**src/rtl/if_fetch_unit.sv**
```systemverilog
// if_fetch_unit
//   Instruction fetch port that sits directly after the PC generator. It accepts
//   one fetch PC at a time and issues one doubleword-aligned read for it. It then
//   selects the 32-bit word that the PC addresses and queues {pc, inst} in a small
//   FIFO. The decode stage drains that FIFO with valid/ready.
//
//   Only one memory transaction is outstanding at a time. A flush empties the FIFO.
//   It also cancels an ungranted request. If the request was already granted, the
//   response is still waited for and then discarded.
//
// Optional feature macro: IF_FETCH_MISALIGN_CHK_EN
//   When it is defined, a PC with pc[1:0]!=0 is not fetched. Instead a NOP
//   (32'h0000_0013) is queued with inst_misalign_o=1 on the following edge.
//
// Ports
//   clk, rst                 clock, synchronous active-high reset
//   pc_i/pc_valid_i/pc_ready_o   fetch PC handshake
//   flush_i                  discard queued and in-flight fetches
//   mem_req_o/mem_addr_o/mem_gnt_i          read request (held until granted)
//   mem_rvalid_i/mem_rdata_i                read response (64-bit, little-endian)
//   inst_valid_o/inst_ready_i/inst_o/inst_pc_o   decode-side queue head
//   inst_misalign_o          (macro only) head entry was a misaligned PC
module if_fetch_unit #(
  parameter int FIFO_DEPTH = 2
) (
  input  logic        clk,
  input  logic        rst,
  input  logic [63:0] pc_i,
  input  logic        pc_valid_i,
  output logic        pc_ready_o,
  input  logic        flush_i,
  output logic        mem_req_o,
  output logic [63:0] mem_addr_o,
  input  logic        mem_gnt_i,
  input  logic        mem_rvalid_i,
  input  logic [63:0] mem_rdata_i,
  output logic        inst_valid_o,
  input  logic        inst_ready_i,
  output logic [31:0] inst_o,
  output logic [63:0] inst_pc_o
`ifdef IF_FETCH_MISALIGN_CHK_EN
  ,
  output logic        inst_misalign_o
`endif
);

  localparam int PW = $clog2(FIFO_DEPTH);
  localparam int CW = $clog2(FIFO_DEPTH + 1);

  typedef enum logic [2:0] {IDLE, REQ, WAIT, DRAIN, MIS} state_t;

  state_t          state, state_nxt;
  logic [63:0]     pc_q;
  logic [CW-1:0]   count;
  logic [PW-1:0]   head, tail;
  logic [63:0]     q_pc   [FIFO_DEPTH];
  logic [31:0]     q_inst [FIFO_DEPTH];

  logic            accept, push, pop, mis_acc;
  logic [31:0]     push_inst;

  // The space check is made at accept. Only one fetch can be in flight, so a
  // push never finds the FIFO full.
  assign pc_ready_o = !rst && (state == IDLE) && !flush_i && (count < CW'(FIFO_DEPTH));
  assign accept     = pc_ready_o && pc_valid_i;
  assign pop        = inst_valid_o && inst_ready_i && !flush_i;

`ifdef IF_FETCH_MISALIGN_CHK_EN
  logic q_mis [FIFO_DEPTH];
  logic push_mis;
  assign mis_acc = (pc_i[1:0] != 2'b00);
`else
  assign mis_acc = 1'b0;
`endif

  always_comb begin
    state_nxt = state;
    push      = 1'b0;
    push_inst = pc_q[2] ? mem_rdata_i[63:32] : mem_rdata_i[31:0];
`ifdef IF_FETCH_MISALIGN_CHK_EN
    push_mis  = 1'b0;
`endif
    case (state)
      IDLE:  if (accept) state_nxt = mis_acc ? MIS : REQ;
      REQ: begin
        // A granted request cannot be withdrawn, so a flush together with a
        // grant still has to absorb the response.
        if (mem_gnt_i)    state_nxt = flush_i ? DRAIN : WAIT;
        else if (flush_i) state_nxt = IDLE;
      end
      WAIT: begin
        if (mem_rvalid_i) begin
          push      = !flush_i;
          state_nxt = IDLE;
        end else if (flush_i) begin
          state_nxt = DRAIN;
        end
      end
      DRAIN: if (mem_rvalid_i) state_nxt = IDLE;
`ifdef IF_FETCH_MISALIGN_CHK_EN
      MIS: begin
        push      = !flush_i;
        push_inst = 32'h0000_0013;
        push_mis  = 1'b1;
        state_nxt = IDLE;
      end
`endif
      default: state_nxt = IDLE;
    endcase
  end

  always_ff @(posedge clk) begin
    if (rst) begin
      state <= IDLE;
      pc_q  <= '0;
      count <= '0;
      head  <= '0;
      tail  <= '0;
    end else begin
      state <= state_nxt;
      if (accept) pc_q <= pc_i;
      if (flush_i) begin
        count <= '0;
        head  <= '0;
        tail  <= '0;
      end else begin
        // FIFO_DEPTH is a power of two, so the pointers wrap naturally.
        if (push) tail <= tail + 1'b1;
        if (pop)  head <= head + 1'b1;
        count <= count + CW'(push) - CW'(pop);
      end
    end
  end

  // The storage needs no reset. The outputs are masked with inst_valid_o.
  always_ff @(posedge clk) begin
    if (push) begin
      q_pc[tail]   <= pc_q;
      q_inst[tail] <= push_inst;
`ifdef IF_FETCH_MISALIGN_CHK_EN
      q_mis[tail]  <= push_mis;
`endif
    end
  end

  assign mem_req_o    = (state == REQ);
  assign mem_addr_o   = {pc_q[63:3], 3'b000};
  assign inst_valid_o = (count != '0);
  assign inst_o       = inst_valid_o ? q_inst[head] : 32'h0;
  assign inst_pc_o    = inst_valid_o ? q_pc[head]   : 64'h0;
`ifdef IF_FETCH_MISALIGN_CHK_EN
  assign inst_misalign_o = inst_valid_o ? q_mis[head] : 1'b0;
`endif

endmodule

```
**config.mk**
```make
export PLATFORM = sky130hd
export DESIGN_NAME = if_fetch_unit
export DESIGN_NICKNAME = d
export VERILOG_FILES = /design/src/rtl/if_fetch_unit.sv
export SDC_FILE = /design/constraint.sdc
export NUM_CORES = 1
export LEC_CHECK = 0
export CAP_MARGIN = 20
export CORE_AREA = 2 2 198 122
export CTS_BUF_LIST = sky130_fd_sc_hd__clkbuf_16
export DETAILED_ROUTE_END_ITERATION = 7
export DIE_AREA = 0 0 200 124
export GPL_TIMING_DRIVEN = 0
export PLACE_DENSITY_LB_ADDON = 0.12
export SETUP_SLACK_MARGIN = 0.5
export SLEW_MARGIN = 25
export SYNTH_ARGS = -nofsm -noshare
export SYNTH_HDL_FRONTEND = slang
export SYNTH_SLANG_ARGS = --single-unit
```
**constraint.sdc**
```tcl
create_clock -name clk -period 7.3 [get_ports clk]
set_input_delay 1.825 -clock clk [delete_from_list [all_inputs] [get_ports clk]]
set_output_delay 1.825 -clock clk [all_outputs]
set_load 0.02 [all_outputs]
```
# After elaboration in Yosys (flattened, before gate mapping)
# Memory sizes are Yosys's and may differ from the RTL's. A register that Yosys moved wholly into a read port is not among the register bits.
# Cells that the tools add are included.
# totals
ff_bits	71
ram_bits	192
inputBits	135
mem_count	2
# classes
add_sub_neg	4
order_cmp	1
eq_ne	7
muxes	19
reduce_logical	12
# memory_table
memory	words	width	rd	rd_ports_with_merged_regs	write_ports	line	text
q_pc	2	64	1	1	1	56	logic [63:0] q_pc [FIFO_DEPTH];
q_inst	2	32	1	1	1	57	logic [31:0] q_inst [FIFO_DEPTH];
# op_table
op	n
two-way mux 32 bit	2
two-way mux 64 bit	1
two-way mux 3 bit	6
one-hot mux 3 bit (4 select lines)	1
two-way mux 1 bit	9
equality test 3 x 2 -> 1 bit (second input constant)	2
logical AND 1 bit	6
!= test 2 bit (second input constant)	2
AND reduction 4 bit	1
equality test 3 x 1 -> 1 bit (second input constant)	1
zero test 3 bit	1
!= test 3 x 2 -> 1 bit (second input constant)	1
!= test 3 bit (second input constant)	1
adder 1 bit (second input constant)	2
adder 2 x 1 -> 2 bit	1
zero test 1 bit	2
< comparator 2 bit (second input constant)	1
nonzero test 2 bit	1
OR reduction 2 bit	1
subtractor 2 x 1 -> 2 bit	1

# Longest topological paths before layout
# depth
word_depth	7
mapped_depth	8
depth_no_buf	8

# Worst setup path before layout
# No wires, ideal clock.
# synth_timing
path_type	input to register
from	input flush_i
to	memory q_inst[0][0] (enable)
t_arrival_ps	6308
required_ps	6748
setup_slack_ps	440
stages	3
path_buffers	1
path_cell_list	buf_2 nand4bb_1 nor2_1
# synth_via
elab_chain_len	5
# synth_rtl
element	line	text
from (decl)	31	input logic flush_i,
zero test 1 bit	93	push = !flush_i;
two-way mux 1 bit	92	if (mem_rvalid_i) begin
two-way mux 1 bit	83	case (state)
two-way mux 1 bit	137	if (push) begin
two-way mux 1 bit (implied by the code)	139	q_inst[tail] <= push_inst;
to (decl)	57	
# Every way passes these cells.

# Final worst setup path
# layout_timing
from	input rst
to	output pc_ready_o
# layout_via
elab_chain_len	4
# layout_rtl
element	line	text
from (decl)	27	input logic rst,
zero test 1 bit	64	assign pc_ready_o = !rst && (state == IDLE) && !flush_i && (count < CW'(FIFO_DEPTH));
logical AND 1 bit (3 in a row)	64	
to (decl)	30	output logic pc_ready_o,
# Every way passes these cells.

==> run metrics <==
Period Utilization, post-route 76.44%; DRT iter0 DRCs 424; core area 22870 um^2; clk buf depth 3; Fin Hold WS 0.4630 ns; via/cell ratio 5.066; first-pass GRT wire length 42.69 mm; chip width 200 um; placed cells 1463; synth warn 0; final setup fails 0; Worst Hold Class register to register; Die ar. 24800 um^2; RSZ-0062 raised after global routing no; PD cells 203.4 nW/um^2; top post-synthesis cells by area edfxtp_1 (52%), dfxtp_1 (13%), mux2i_1 (8.6%), buf_4 (4.5%), nor2_1 (3.5%); post-CTS sizing 0; Synth top area share 51.78%; Clock transition at path regs 0.06 ns; CP required 5.48 ns; Final Skew 0.007147 ns; Die Y 124 um; Initial Util 48.69%; hpwl dp 20.75 mm; Slew HR 40.12%; Worst Path Arrival 3.76 ns; post-synthesis cell type count 31; crit path from rst; Synth Register Bits 263; Slew Viols, Final 0; Nets 1311; CP Max Fanout 10; reg2reg end q_pc[1][4]$_DFFE_PP_; worst-margin pin slew 0.8982 ns; Ports 298; crit path capture type primary output; GRT overflow 0; later-pin clock latency in the skew report 0.51 ns; fin worst setup slack 1.720 ns; Post-Layout Cell Count 1508; dpl cell area 14670 um^2; initial antenna violation count 0; vias in the first global route 7528; clock sink total 263; startpoint types input port; leading area contributor after synthesis edfxtp_1; drt pass-1 iters 5; Post-CTS Setup Bufs 0; FF-to-FF setup slack 4.90 ns; Final Core Density 67.61%; run status finished clean; fmax 179.2 MHz; pre-CTS setup slack 1.683 ns; CTS root buf clkbuf_16; Syn Std Cell Area 11130 um^2; Hold Buf Count CTS 0; vias 7639; Mean Syn Cell Area 13.18 um^2; Num CTS Buffers 24; synth-to-layout area growth 38.85%; Max Cap Viol 0; reg2reg start state[1]$_SDFFE_PP0P_; Post-DRT Antenna Nets 0; final instance area 15460 um^2; Pleak 0.005460 uW; Final GP Congestion 0.8323; CTS H-tree lvls 1; VDD IR max 0.1867 mV; register area share after synthesis 64.55%; min cycle time layout 5.580 ns; Global Route Usage Sum 22.99%; row cnt 43; Post-route DRC 0; routed length per instance 18.96 um; Mapped Cells 845; Final Hold Fails 0; routed wire length 28.59 mm; CTS tree yes; PortBufs 293; largest net degree at the start of global routing 25; worst reg-to-reg path cell count 6; layout cells sized above 1 16.53%; Setup CP Type input port to primary output; Worst Setup EP pc_ready_o
## routing by layer
metal / share of wire, % / track usage [%] / up-vias / wire [um]
met5: 0 / 0 / - / 0
li1: - / - / 3681 / -
met2: 44 / 35.00 / 253 / 12530
met3: 7.9 / 5.145 / 35 / 2266
met1: 46 / 33.64 / 3670 / 13230
met4: 2.0 / 5.417 / 0 / 572
## cells by family after synthesis
logic type | synth area share, %
XOR/XNOR | 0.3934
flip-flops | 64.55
other | 0.03368
AO/OA/AOI/OAI | 5.933
multiplexers | 11.87
buffers and inverters | 7.383
adder cells (fa/ha/maj) | 0.2247
AND/OR/NAND/NOR | 9.619
## metrics by stage
step | setup TNS (ns) | total power [uW]
floorplan | 0 | 1787
global placement | -512.32 | 1926
detailed placement | 0 | 1930
CTS | 0 | 3165
global route | 0 | 3250
finish | 0 | 3145
## Yosys cell counts
library cell	instances
a211oi_1	1
a21oi_1	1
buf_1	8
buf_2	18
buf_4	67
buf_6	6
clkbuf_1	31
conb_1	1
dfxtp_1	71
edfxtp_1	192
ha_1	2
inv_1	3
inv_2	1
mux2_2	32
mux2i_1	96
nand2_1	65
nand3_1	31
nand4_1	33
nand4bb_1	1
nor2_1	104
nor2b_1	2
nor3_1	5
nor3b_1	1
nor4b_1	1
o211ai_1	33
o211ai_2	31
o21a_1	1
o21ai_0	1
or4b_1	1
xnor2_1	3
xor2_1	2
## power by group
part | internal [uW] | leakage [uW] | switching [uW]
Clock | 723 | 0.000411 | 523
Combinational | 141 | 0.00283 | 119
Sequential | 1620 | 0.00222 | 19.0
## worst min-delay path by stage
stage	from	to	slack, ns	depth (start not counted)
after CTS	pc_q[1]$_SDFFE_PP0P_	pc_q[1]$_SDFFE_PP0P_	0.47	2
after detailed placement	pc_q[2]$_SDFFE_PP0P_	q_pc[1][2]$_DFFE_PP_	0.46	0
final	pc_q[2]$_SDFFE_PP0P_	q_pc[0][2]$_DFFE_PP_	0.46	0
after floorplan	pc_q[2]$_SDFFE_PP0P_	q_pc[0][2]$_DFFE_PP_	0.42	0
after global placement	pc_q[2]$_SDFFE_PP0P_	q_pc[0][2]$_DFFE_PP_	0.43	0
after global routing	pc_q[1]$_SDFFE_PP0P_	q_pc[0][1]$_DFFE_PP_	0.50	0
## state kept, by name, indices dropped and copies added (netlist names), named ones only
register / flops
pc_q: 64
state: 2
q_pc: 128
count: 2
head: 1
q_inst: 64
tail: 1
## cells in the final DEF, fill, tap and decap left out, types with 32 or more instances in the layout
master / synthesis / final
buf_4: 67 / 67
mux2_2: 32 / 32
nor2_1: 104 / 102
edfxtp_1: 192 / 192
nand4_1: 33 / 33
mux2i_1: 96 / 96
nand2_1: 65 / 65
o211ai_1: 33 / 33
clkdlybuf4s50_1: 0 / 293
dfxtp_1: 71 / 71
## area by class of cell
cell class              instances  area (um^2)
diodes                          1        2.502
plain buffers                 130        807.0
clock buffers                  25        625.6
clock inverters                19        157.7
fillers                      1696         7406
inverters                       4        15.01
multi-input cells             450         3148
flip-flops and latches        263         7187
well taps                     315        394.1
repair buffers                301         3123
## critical path, stage by stage
cell	delay, ns
clkbuf_1	0.19
nor2_1	0.16
buf_2	0.23
buf_1	0.49
nand2_1	0.11
nor2_1	0.10
clkdlybuf4s50_1	0.65
(Power assumes the default switching activity.)
==> variant: new RTL, config.mk and constraints unchanged <==
Build with the macro `IF_FETCH_MISALIGN_CHK_EN` defined.
--- a/src/rtl/if_fetch_unit.sv
+++ b/src/rtl/if_fetch_unit.sv
@@ -20,6 +20,8 @@
 //   mem_rvalid_i/mem_rdata_i                read response (64-bit, little-endian)
 //   inst_valid_o/inst_ready_i/inst_o/inst_pc_o   decode-side queue head
 //   inst_misalign_o          (macro only) head entry was a misaligned PC
+`define IF_FETCH_MISALIGN_CHK_EN
+
 module if_fetch_unit #(
   parameter int FIFO_DEPTH = 2
 ) (
Check against the original RTL (old outputs only; new: inst_misalign_o): not equivalent (a bounded check fails within 4 cycles, from zero or initial values and one cycle with rst high).
==> variant against the original RTL <==
  * Cell area fell by 0.74%
  * First-iteration DRC count fell by 33%
  * Area after synthesis fell by 1.0%
  * Power fell by 1.9%
  * Setup slack improved by 0.44 ns
  * Sequential cell count rose by 3
  * Clock skew rose by 0.0046 ns
  * Routed wire length fell by 8.4%
==> variant: results (changes against the original RTL) <==
* Status: finished clean (unchanged)
* Largest cells by area after synthesis: edfxtp_1 53%, dfxtp_1 13%, mux2i_1 12%, nor2_1 4.6%, buf_4 4.4% (was edfxtp_1 52%, dfxtp_1 13%, mux2i_1 8.6%, buf_4 4.5%, nor2_1 3.5%)
* Hold Worst Slack at 0.4568 ns (was 0.4630 ns)
* Antenna cells at 0 (was 1)
* IO buf count at 294 (was 293)
* Final-layout fill cell count at 1746 (was 1696)
* Worst Hold End: q_pc[1][0] (was q_pc[0][2])
* Xor/xnor share of the synthesized area at 0.003178 (was 0.003933)
* Reg-to-reg critical path startpoint: count[1] (was state[1])
* Buffers outside the clock class at 421 (was 431)
* Mux contribution to synthesized area at 0.1192 (was 0.1187)
* Hold_sp: pc_q[0] (was pc_q[2])
* Worst-Margin Slew at 0.7448 ns (was 0.8982 ns)
* Comb power at 0.251 mW (was 0.260 mW)
* Routed WL at 26180 um (was 28590 um)
* Post-synth top cells: 194 x edfxtp_1, 135 x nor2_1, 129 x mux2i_1, 125 x nand2_1, 72 x dfxtp_1 (was 192 x edfxtp_1, 104 x nor2_1, 96 x mux2i_1, 71 x dfxtp_1, 67 x buf_4)
* Switching Fraction at 0.2110 (was 0.2104)
* Register-to-Register Path Depth at 10 (was 6)
* Yosys warnings at 0 (unchanged)
* Worst R2R End: count[1] (was q_pc[1][4])
* Sequential cell area at 7267 um^2 (was 7187 um^2)
* Reg power frac at 0.536 (was 0.521)
* Number of antenna violations at the first check in global routing at 2 (was 0)
* Reg2Reg Setup Slack at 5.02 ns (was 4.90 ns)
* Final Skew at 0.01178 ns (was 0.007147 ns)
* Multi-In Gates at 497 (was 450)
* Global-route wire length before repair at 38760 um (was 42690 um)
* Unique masters post-synth at 33 (was 31)
* Compound-gate portion of the synthesized area at 0.03485 (was 0.05933)
* Peak VDD IR at 0.1811 mV (was 0.1867 mV)
* CP Launch Point: flush_i (was rst)
* Initial DRT Pass Iterations at 4 (was 5)
* Clk tree area frac at 0.04810 (was 0.05066)
* Multi-input combinational area share at 0.1927 (was 0.2036)
* Sequential fraction of the synthesis area at 0.6593 (was 0.6455)
* DP Wirelength at 18990 um (was 20750 um)
* Vias in the first global route at 7002 (was 7528)
* Gp weighted congestion at 0.7693 (was 0.8323)
* Routed vias at 7402 (was 7639)
* Tot GR Track Use at 0.2064 (was 0.2299)
* Clock power frac at 0.382 (was 0.396)
* Number of flops mapped to enable cells by yosys at 194 (was 192)
* DR iter-0 viols at 285 (was 424)
* Clock net sink count at 266 (was 263)
* Largest stage delay on the critical path at 0.63 ns (was 0.65 ns)
==> variant: cell count changes after synthesis, moves of 33 or more <==
| cell | change |
|---|---|
| o211ai_1 | -33 |
| nand4_1 | -33 |
| nand2_1 | +60 |
| mux2i_1 | +33 |
| a21oi_1 | +54 |
==> variant: per-layer routing <==
layer	share of wire	routed length, um	GRT usage	vias up
met4	0.013	336	0.03565	4
met5	0.00084	22	0	-
met2	0.43	11140	0.3116	217
met1	0.47	12350	0.2972	3492
met3	0.089	2341	0.06472	30
li1	-	-	-	3659
==> variant: stage by stage <==
step,utilization,std cells,worst slack [ns],area [um^2]
after detailed placement,0.6389,1503,2.153,14610
after global routing,0.6711,1548,2.074,15350
after floorplan,-,885,0.4316,11030
final,0.6711,1548,2.160,15350
after CTS,0.6711,1548,2.147,15350
after global placement,0.6283,1494,-2.618,14370
